[config.mk]
export PLATFORM = sky130hd
export DESIGN_NAME = adc_fsm_v1
export DESIGN_NICKNAME = d
export VERILOG_FILES = /design/src/rtl/adc_fsm_v1.sv
export SDC_FILE = /design/constraint.sdc
export NUM_CORES = 1
export LEC_CHECK = 0
export ABC_AREA = 1
export BUFFER_PORTS_ARGS = -buffer_cell sky130_fd_sc_hd__buf_2
export CORE_MARGIN = 2
export CORE_UTILIZATION = 55
export CTS_BUF_LIST = sky130_fd_sc_hd__clkbuf_2
export DETAILED_ROUTE_END_ITERATION = 8
export PLACE_DENSITY = 0.75
export SYNTH_ARGS = -nofsm -noshare
export SYNTH_HDL_FRONTEND = slang
export SYNTH_SLANG_ARGS = --single-unit
[constraint.sdc]
create_clock -name clk -period 5.7 [get_ports clk]
set_clock_uncertainty 0.15 [all_clocks]
set_input_delay 1.14 -clock clk [delete_from_list [all_inputs] [get_ports clk]]
set_output_delay 1.14 -clock clk [all_outputs]
set_load 0.05 [all_outputs]
[src/rtl/adc_fsm_v1.sv]
// ============================================================================
// Module   : adc_fsm_v1
// Brief    : Parametrised SAR ADC controller with averaging, channel scan,
//            DAC settling delay and comparator-timeout recovery.
// Revision : 1.0
// ============================================================================
`timescale 1ns/1ps
`default_nettype none

module adc_fsm_v1 #(
  parameter int WIDTH         = 12,
  parameter int CHANNELS      = 4,
  parameter int AVG_LOG2_MAX  = 3,
  parameter int SAMPLE_CYCLES = 4,
  parameter int SETTLE_CYCLES = 2,
  parameter int TIMEOUT       = 15,
  localparam int CH_W         = $clog2(CHANNELS)
) (
  input  logic             clk,
  input  logic             rst,
  input  logic             st_conv,
  input  logic [CH_W-1:0]  ch_sel,
  input  logic             scan_mode,
  input  logic [1:0]       avg_log2,
  input  logic             comp_in,
  input  logic             comp_done,
  output logic             sample,
  output logic [CH_W-1:0]  mux_ch,
  output logic [WIDTH-1:0] dac_value,
  output logic             fire_comp,
  output logic [WIDTH-1:0] result,
  output logic [CH_W-1:0]  result_ch,
  output logic             adc_done,
  output logic             busy,
  output logic             timeout_err
);

  localparam int ACC_W   = WIDTH + AVG_LOG2_MAX;
  localparam int SUB_W   = AVG_LOG2_MAX + 1;
  localparam int CNT_MAX = (SAMPLE_CYCLES > TIMEOUT)
                         ? ((SAMPLE_CYCLES > SETTLE_CYCLES) ? SAMPLE_CYCLES : SETTLE_CYCLES)
                         : ((TIMEOUT > SETTLE_CYCLES) ? TIMEOUT : SETTLE_CYCLES);
  localparam int CNT_W   = $clog2(CNT_MAX + 1);

  typedef enum logic [2:0] {
    S_IDLE   = 3'd0,
    S_SAMPLE = 3'd1,
    S_SETTLE = 3'd2,
    S_FIRE   = 3'd3,
    S_WAIT   = 3'd4,
    S_ACCUM  = 3'd5,
    S_DONE   = 3'd6
  } state_t;

  state_t             state, state_n;
  logic [CNT_W-1:0]   cnt, cnt_n;
  logic [WIDTH-1:0]   trial, trial_n;
  logic [WIDTH-1:0]   code, code_n;
  logic [ACC_W-1:0]   acc, acc_n;
  logic [SUB_W-1:0]   sub_cnt, sub_n;
  logic [1:0]         avg, avg_n;
  logic               scan, scan_n;
  logic [CH_W-1:0]    chan, chan_n;
  logic [WIDTH-1:0]   res_q, res_n;
  logic [CH_W-1:0]    res_ch_q, res_ch_n;
  logic [ACC_W-1:0]   acc_sum;
  logic [SUB_W-1:0]   sub_inc;

  always_ff @(posedge clk) begin
    if (rst) begin
      state    <= S_IDLE;
      cnt      <= '0;
      trial    <= '0;
      code     <= '0;
      acc      <= '0;
      sub_cnt  <= '0;
      avg      <= '0;
      scan     <= 1'b0;
      chan     <= '0;
      res_q    <= '0;
      res_ch_q <= '0;
    end else begin
      state    <= state_n;
      cnt      <= cnt_n;
      trial    <= trial_n;
      code     <= code_n;
      acc      <= acc_n;
      sub_cnt  <= sub_n;
      avg      <= avg_n;
      scan     <= scan_n;
      chan     <= chan_n;
      res_q    <= res_n;
      res_ch_q <= res_ch_n;
    end
  end

  always_comb begin
    state_n     = state;
    cnt_n       = cnt;
    trial_n     = trial;
    code_n      = code;
    acc_n       = acc;
    sub_n       = sub_cnt;
    avg_n       = avg;
    scan_n      = scan;
    chan_n      = chan;
    res_n       = res_q;
    res_ch_n    = res_ch_q;
    acc_sum     = acc + ACC_W'(code);
    sub_inc     = sub_cnt + SUB_W'(1);
    sample      = 1'b0;
    fire_comp   = 1'b0;
    adc_done    = 1'b0;
    timeout_err = 1'b0;
    busy        = (state != S_IDLE);
    dac_value   = '0;
    mux_ch      = chan;
    result      = res_q;
    result_ch   = res_ch_q;

    case (state)
      S_IDLE: begin
        if (st_conv) begin
          scan_n  = scan_mode;
          chan_n  = scan_mode ? '0 : ((int'(ch_sel) >= CHANNELS) ? '0 : ch_sel);
          avg_n   = (int'(avg_log2) > AVG_LOG2_MAX) ? 2'(AVG_LOG2_MAX) : avg_log2;
          acc_n   = '0;
          sub_n   = '0;
          cnt_n   = '0;
          state_n = S_SAMPLE;
        end
      end
      S_SAMPLE: begin
        sample = 1'b1;
        if (int'(cnt) == SAMPLE_CYCLES - 1) begin
          cnt_n   = '0;
          trial_n = {1'b1, {(WIDTH-1){1'b0}}};
          code_n  = '0;
          state_n = (SETTLE_CYCLES == 0) ? S_FIRE : S_SETTLE;
        end else begin
          cnt_n = cnt + CNT_W'(1);
        end
      end
      S_SETTLE: begin
        dac_value = code | trial;
        if (int'(cnt) == SETTLE_CYCLES - 1) begin
          cnt_n   = '0;
          state_n = S_FIRE;
        end else begin
          cnt_n = cnt + CNT_W'(1);
        end
      end
      S_FIRE: begin
        dac_value = code | trial;
        fire_comp = 1'b1;
        cnt_n     = '0;
        state_n   = S_WAIT;
      end
      S_WAIT: begin
        dac_value = code | trial;
        // A late answer on the final timeout cycle is still accepted.
        if (comp_done) begin
          code_n = comp_in ? (code | trial) : code;
          cnt_n  = '0;
          if (trial[0]) begin
            state_n = S_ACCUM;
          end else begin
            trial_n = trial >> 1;
            state_n = (SETTLE_CYCLES == 0) ? S_FIRE : S_SETTLE;
          end
        end else if (int'(cnt) == TIMEOUT - 1) begin
          timeout_err = 1'b1;
          cnt_n       = '0;
          state_n     = S_IDLE;
        end else begin
          cnt_n = cnt + CNT_W'(1);
        end
      end
      S_ACCUM: begin
        dac_value = code;
        acc_n     = acc_sum;
        sub_n     = sub_inc;
        cnt_n     = '0;
        if (sub_inc == (SUB_W'(1) << avg)) begin
          res_n    = WIDTH'(acc_sum >> avg);
          res_ch_n = chan;
          state_n  = S_DONE;
        end else begin
          state_n = S_SAMPLE;
        end
      end
      S_DONE: begin
        dac_value = code;
        adc_done  = 1'b1;
        if (scan && (int'(chan) < CHANNELS - 1)) begin
          chan_n  = chan + CH_W'(1);
          acc_n   = '0;
          sub_n   = '0;
          cnt_n   = '0;
          state_n = S_SAMPLE;
        end else begin
          state_n = S_IDLE;
        end
      end
      default: state_n = S_IDLE;
    endcase
  end

endmodule

`default_nettype wire

Yosys cells after proc, flatten, opt, wreduce, memory -nomap -nowiden
Cells that the tools add are included.

storage, ports and cells
  flip-flop bits (word level) = 69
  word-level logic and storage cells = 96

cells by class
  $add $sub $neg = 4
  order comparisons = 1
  eq/ne operators = 18
  shift operators = 2
  multiplexer cells = 39
  bitwise gates (word level) = 1
  reductions and logical operators = 19

operators with widths
  cell                                           number
  2-to-1 mux 12 bit                              6
  one-hot mux 12 bit (2 select lines)            3
  one-hot mux 15 bit (3 select lines)            1
  2-to-1 mux 15 bit                              2
  2-to-1 mux 4 bit                               6
  one-hot mux 4 bit (6 select lines)             1
  2-to-1 mux 3 bit                               7
  one-hot mux 3 bit (7 select lines)             1
  adder 15 x 12 -> 15 bit                        1
  >> shifter 15 x 2 -> 12 bit                    1
  inequality test 2 bit, second input constant   7
  OR 12 bit                                      1
  one-hot mux 4 bit (3 select lines)             1
  AND reduction 3 bit                            4
  AND reduction 4 bit                            3
  == test 3 bit, second input constant           3
  adder 4 x 1 -> 4 bit, second input constant    2
  == test 4 x 2 -> 1 bit, second input constant  2
  2-to-1 mux 1 bit                               7
  == test 3 x 2 -> 1 bit, second input constant  2
  2-to-1 mux 2 bit                               3
  nonzero test 3 bit                             2
  nonzero test 6 bit                             1
  == test 4 x 3 -> 1 bit, second input constant  1
  other kinds (13)                               16

Longest topological paths before layout
  depth after elaboration = 4
  gate-level depth with buffers = 14
  gate-level depth less buffers = 13

Least setup slack after synthesis
OpenSTA, ideal clock, no wires.

  path kind = flip-flop to output port
  start point = reg state[2]
  end point = out dac_value[1]
  arrival time = 2111 ps
  data required time = 4410 ps
  setup slack = 2299 ps
  stages on the path, launching flop included = 9
  cells stage by stage = dfxtp_1 buf_4 inv_4 nor3_4 inv_1 nand2_1 buf_2 nand2_1 a21oi_1

on the way
  longest elaborated chain between the ends = 3
  elaborated cells on any way between the ends = 8

ends and longest elaborated chain
  item                                                                              line  source
  from (decl)                                                                       55    state_t state, state_n;
  from (signal assigned)                                                            83    state <= state_n;
  == test 3 bit / == test 3 x 2 -> 1 bit (equally long branches)                    121   case (state)
  OR reduction 3 bit (no source line) / OR reduction 2 bit (equally long branches)  -
  one-hot mux 12 bit (2 select lines) (*)                                           121
  to (decl)                                                                         29    output logic [WIDTH-1:0] dac_value,

Mark *: on every way between the ends. The rest lies on a longest branch, timed or not.

Worst setup path after layout
  start point = reg state[2]
  end point = out dac_value[0]

The elaborated chain is that of the path after synthesis.

==> flow_summary.toml <==
[timing]
drv_slew = 0
min_period_ns = 4.367
finalSetupViolations = 0
worst_pin_slew_ns = 1.033
finalCritPeriodShare_pct = 76.62
hold_viol = 0
max_freq_mhz = 229.0
setup_ws_ns = 1.333
slew_headroom_pct = 31.11
finalSetupTns_ns = 0
rsz0062_at_grt = "false"

[logic_synthesis]
syn-mean-instance-area_um2 = 6.629
synth.distinct_cells = 40
ys_seq_area_share_pct = 31.72
synth_most_common_cell = "nand2_1"
synth_flop_cell = "dfxtp_1"
syn-instance-count = 657
synth_top_area_share_pct = 31.72
synth_edf_count = 0
ys_ff_latch = 69
netlist_top_cells_count = "nand2_1, nand3_1, dfxtp_1"
synth_nets = 685
yosys_warnings = 0
yosys.area.top_type = "dfxtp_1"
synth.area.top_cells = "dfxtp_1, nand2_1, nand3_1"
syn_area_um2 = 4355
async_reset_ff_share_pct = 0

[die]
ioPinCount = 43
coreArea_um2 = 7687
die_area_um2 = 8647
die_x_um = 92.99
die_h_um = 92.99
initial_utilization_pct = 56.66
rows = 32

[routing]
wl_per_cell_um = 13.68
num_vias = 4348
drt-initial-drc-count = 261
detailedRoute.firstPassIterationCount = 5
drcViolationCount = 0
vias_per_cell = 5.490
finalWirelength_mm = 10.83
ant_nets = 0

[cts]
clk_latency_ns = 0.55
numCtsBuffers = 9
postCtsSetupBuffers = 0
cts_max_level = 3
clkSinkCount = 69
holdBufCountCts = 0
clock-root-buffer = "clkbuf_2"
cts_buffer_depth = 2
cts_tree = "built"
clkSlewWorstSetupHoldPaths_ns = 0.22
cts_resized = 0

[finish]
drive_gt1_share_pct = 15.65
regArea_um2 = 1381
instances_no_fill = 792
antenna_cells = 0
fin_util_pct = 60.66
layout.nets = 713
multi_input_area_um2 = 2550
area_delta_synth_final_pct = 7.067
fillers = 767

[outcome]
status = "completed"

[critical_path]
cpMostUsedCell = "nand2_1"
crit_slowest_cell = "nor3_4"
path_cells = "inv_4 -> nor3_4 -> inv_1 -> nand2_1 -> nand2_1 -> a21oi_1 -> buf_2"
worst_setup_path_end_kind = "primary output"
cp.arrival_ns = 3.08
critPathMaxStageDelay_ns = 0.66
start_kind = "flop"
cp_max_fo = 17
worstSetupPathType = "reg -> out"
crit_required_ns = 4.41

[power]
pwr-share-comb_pct = 37.7
clkPwrFrac_pct = 21.8
power_mw = 1.382
powerDensity_nw_per_um2 = 296.3
internal_power_mw = 0.7471
vdd_ir_drop_max_v = 0.0003392
sw_frac_of_total_pct = 45.94
p_switching_mw = 0.6348
p_seq_share_pct = 40.5
p_leak_nw = 2.100

[place]
place_congestion = 0.8917
pre_cts_ws_ns = 1.914
numPortBuffers = 42
placed_cells_incl_taps = 776
place_hpwl_mm = 8.005

[global_routing]
grt_pass1_vias = 4074
grt_antenna_before_repair = 0
overflow = 0
grtUsageTotal_pct = 25.75
grt_start_max_net_pins = 50
grt_first_pass_wirelength_mm = 18.00

[run]
maxCapViolations = 0

[min_path]
holdCritPathClass = "reg -> reg"
area by class of cell:
class | instances | share of cell area (%)
clock buffers | 9 | 0.9659
clock inverters | 7 | 1.556
inverters | 73 | 5.930
flip-flops and latches | 69 | 29.62
repair buffers | 42 | 4.508
well taps | 102 | 2.737
multi-input cells | 490 | 54.68
layer usage:
layer	GRT usage [%]	part of all wire (%)	vias to the layer above
li1	-	-	2205
met1	32.01	44	1985
met2	43.72	49	129
met3	5.560	5.6	29
met4	9.804	2.1	0
met5	0	0	-
power by group through the flow:
stage | combinational, mW | clock, mW | sequential [mW]
after floorplan | 0.445 | 0 | 0.570
after global placement | 0.507 | 0 | 0.566
after detailed placement | 0.516 | 0 | 0.569
after CTS | 0.520 | 0.302 | 0.559
after global routing | 0.581 | 0.322 | 0.565
final | 0.521 | 0.301 | 0.560
kinds of logic (layout without fill, tap and decap cells):
kind of cell,after synthesis,count (layout),synth area share [%]
adder cells (fa/ha/maj),18,18,5.343
XOR/XNOR,8,8,1.609
flip-flops,69,69,31.71
AO/OA/AOI/OAI,115,115,15.17
AND/OR/NAND/NOR,349,349,36.43
buffers and inverters,98,131,9.738
cells in the final DEF, fill, tap and decap left out, types with 13 or more instances in the layout:
cell type and instances:
inv_1 62, nand2_1 167, nand3_1 70, a21oi_1 62
o21ai_0 24, ha_1 17, nor2_1 57, nand2_2 13
dfxtp_1 69, buf_2 42
worst max-delay path: cells and delay by family, from the launching register on:
| kind | cells | cell delay [ns] |
|---|---|---|
| compound gates | 1 | 0.15 |
| simple gates | 3 | 1.18 |
| buf+inv | 3 | 0.61 |
| flops | 1 | 0.61 |
stage by stage:
stage / hold slack, ns / instance area [um2]
after detailed placement: 0.2986 / 4546
after CTS: 0.3236 / 4663
after global placement: 0.2945 / 4546
after global routing: 0.3527 / 4663
after floorplan: 0.2804 / 4355
final: 0.3197 / 4663
sequential cells by signal (all words and copies together) (netlist names):
| signal | flops |
|---|---|
| acc | 15 |
| avg | 2 |
| cnt | 4 |
| code | 12 |
| mux_ch | 2 |
| result | 12 |
| result_ch | 2 |
| scan | 1 |
| state | 3 |
| sub_cnt | 4 |
| trial | 12 |
worst paths after layout:
path / startpoint / to / slack, ns / cells after the start
setup / recovery: state[2] / dac_value[0] / 1.33 / 7
hold reg to reg: scan / scan / 0.32 / 2
setup reg to reg: avg[0] / result[11] / 3.01 / 7
hold / removal: scan / scan / 0.32 / 2
No activity file was read; power rests on OpenSTA's default activity.
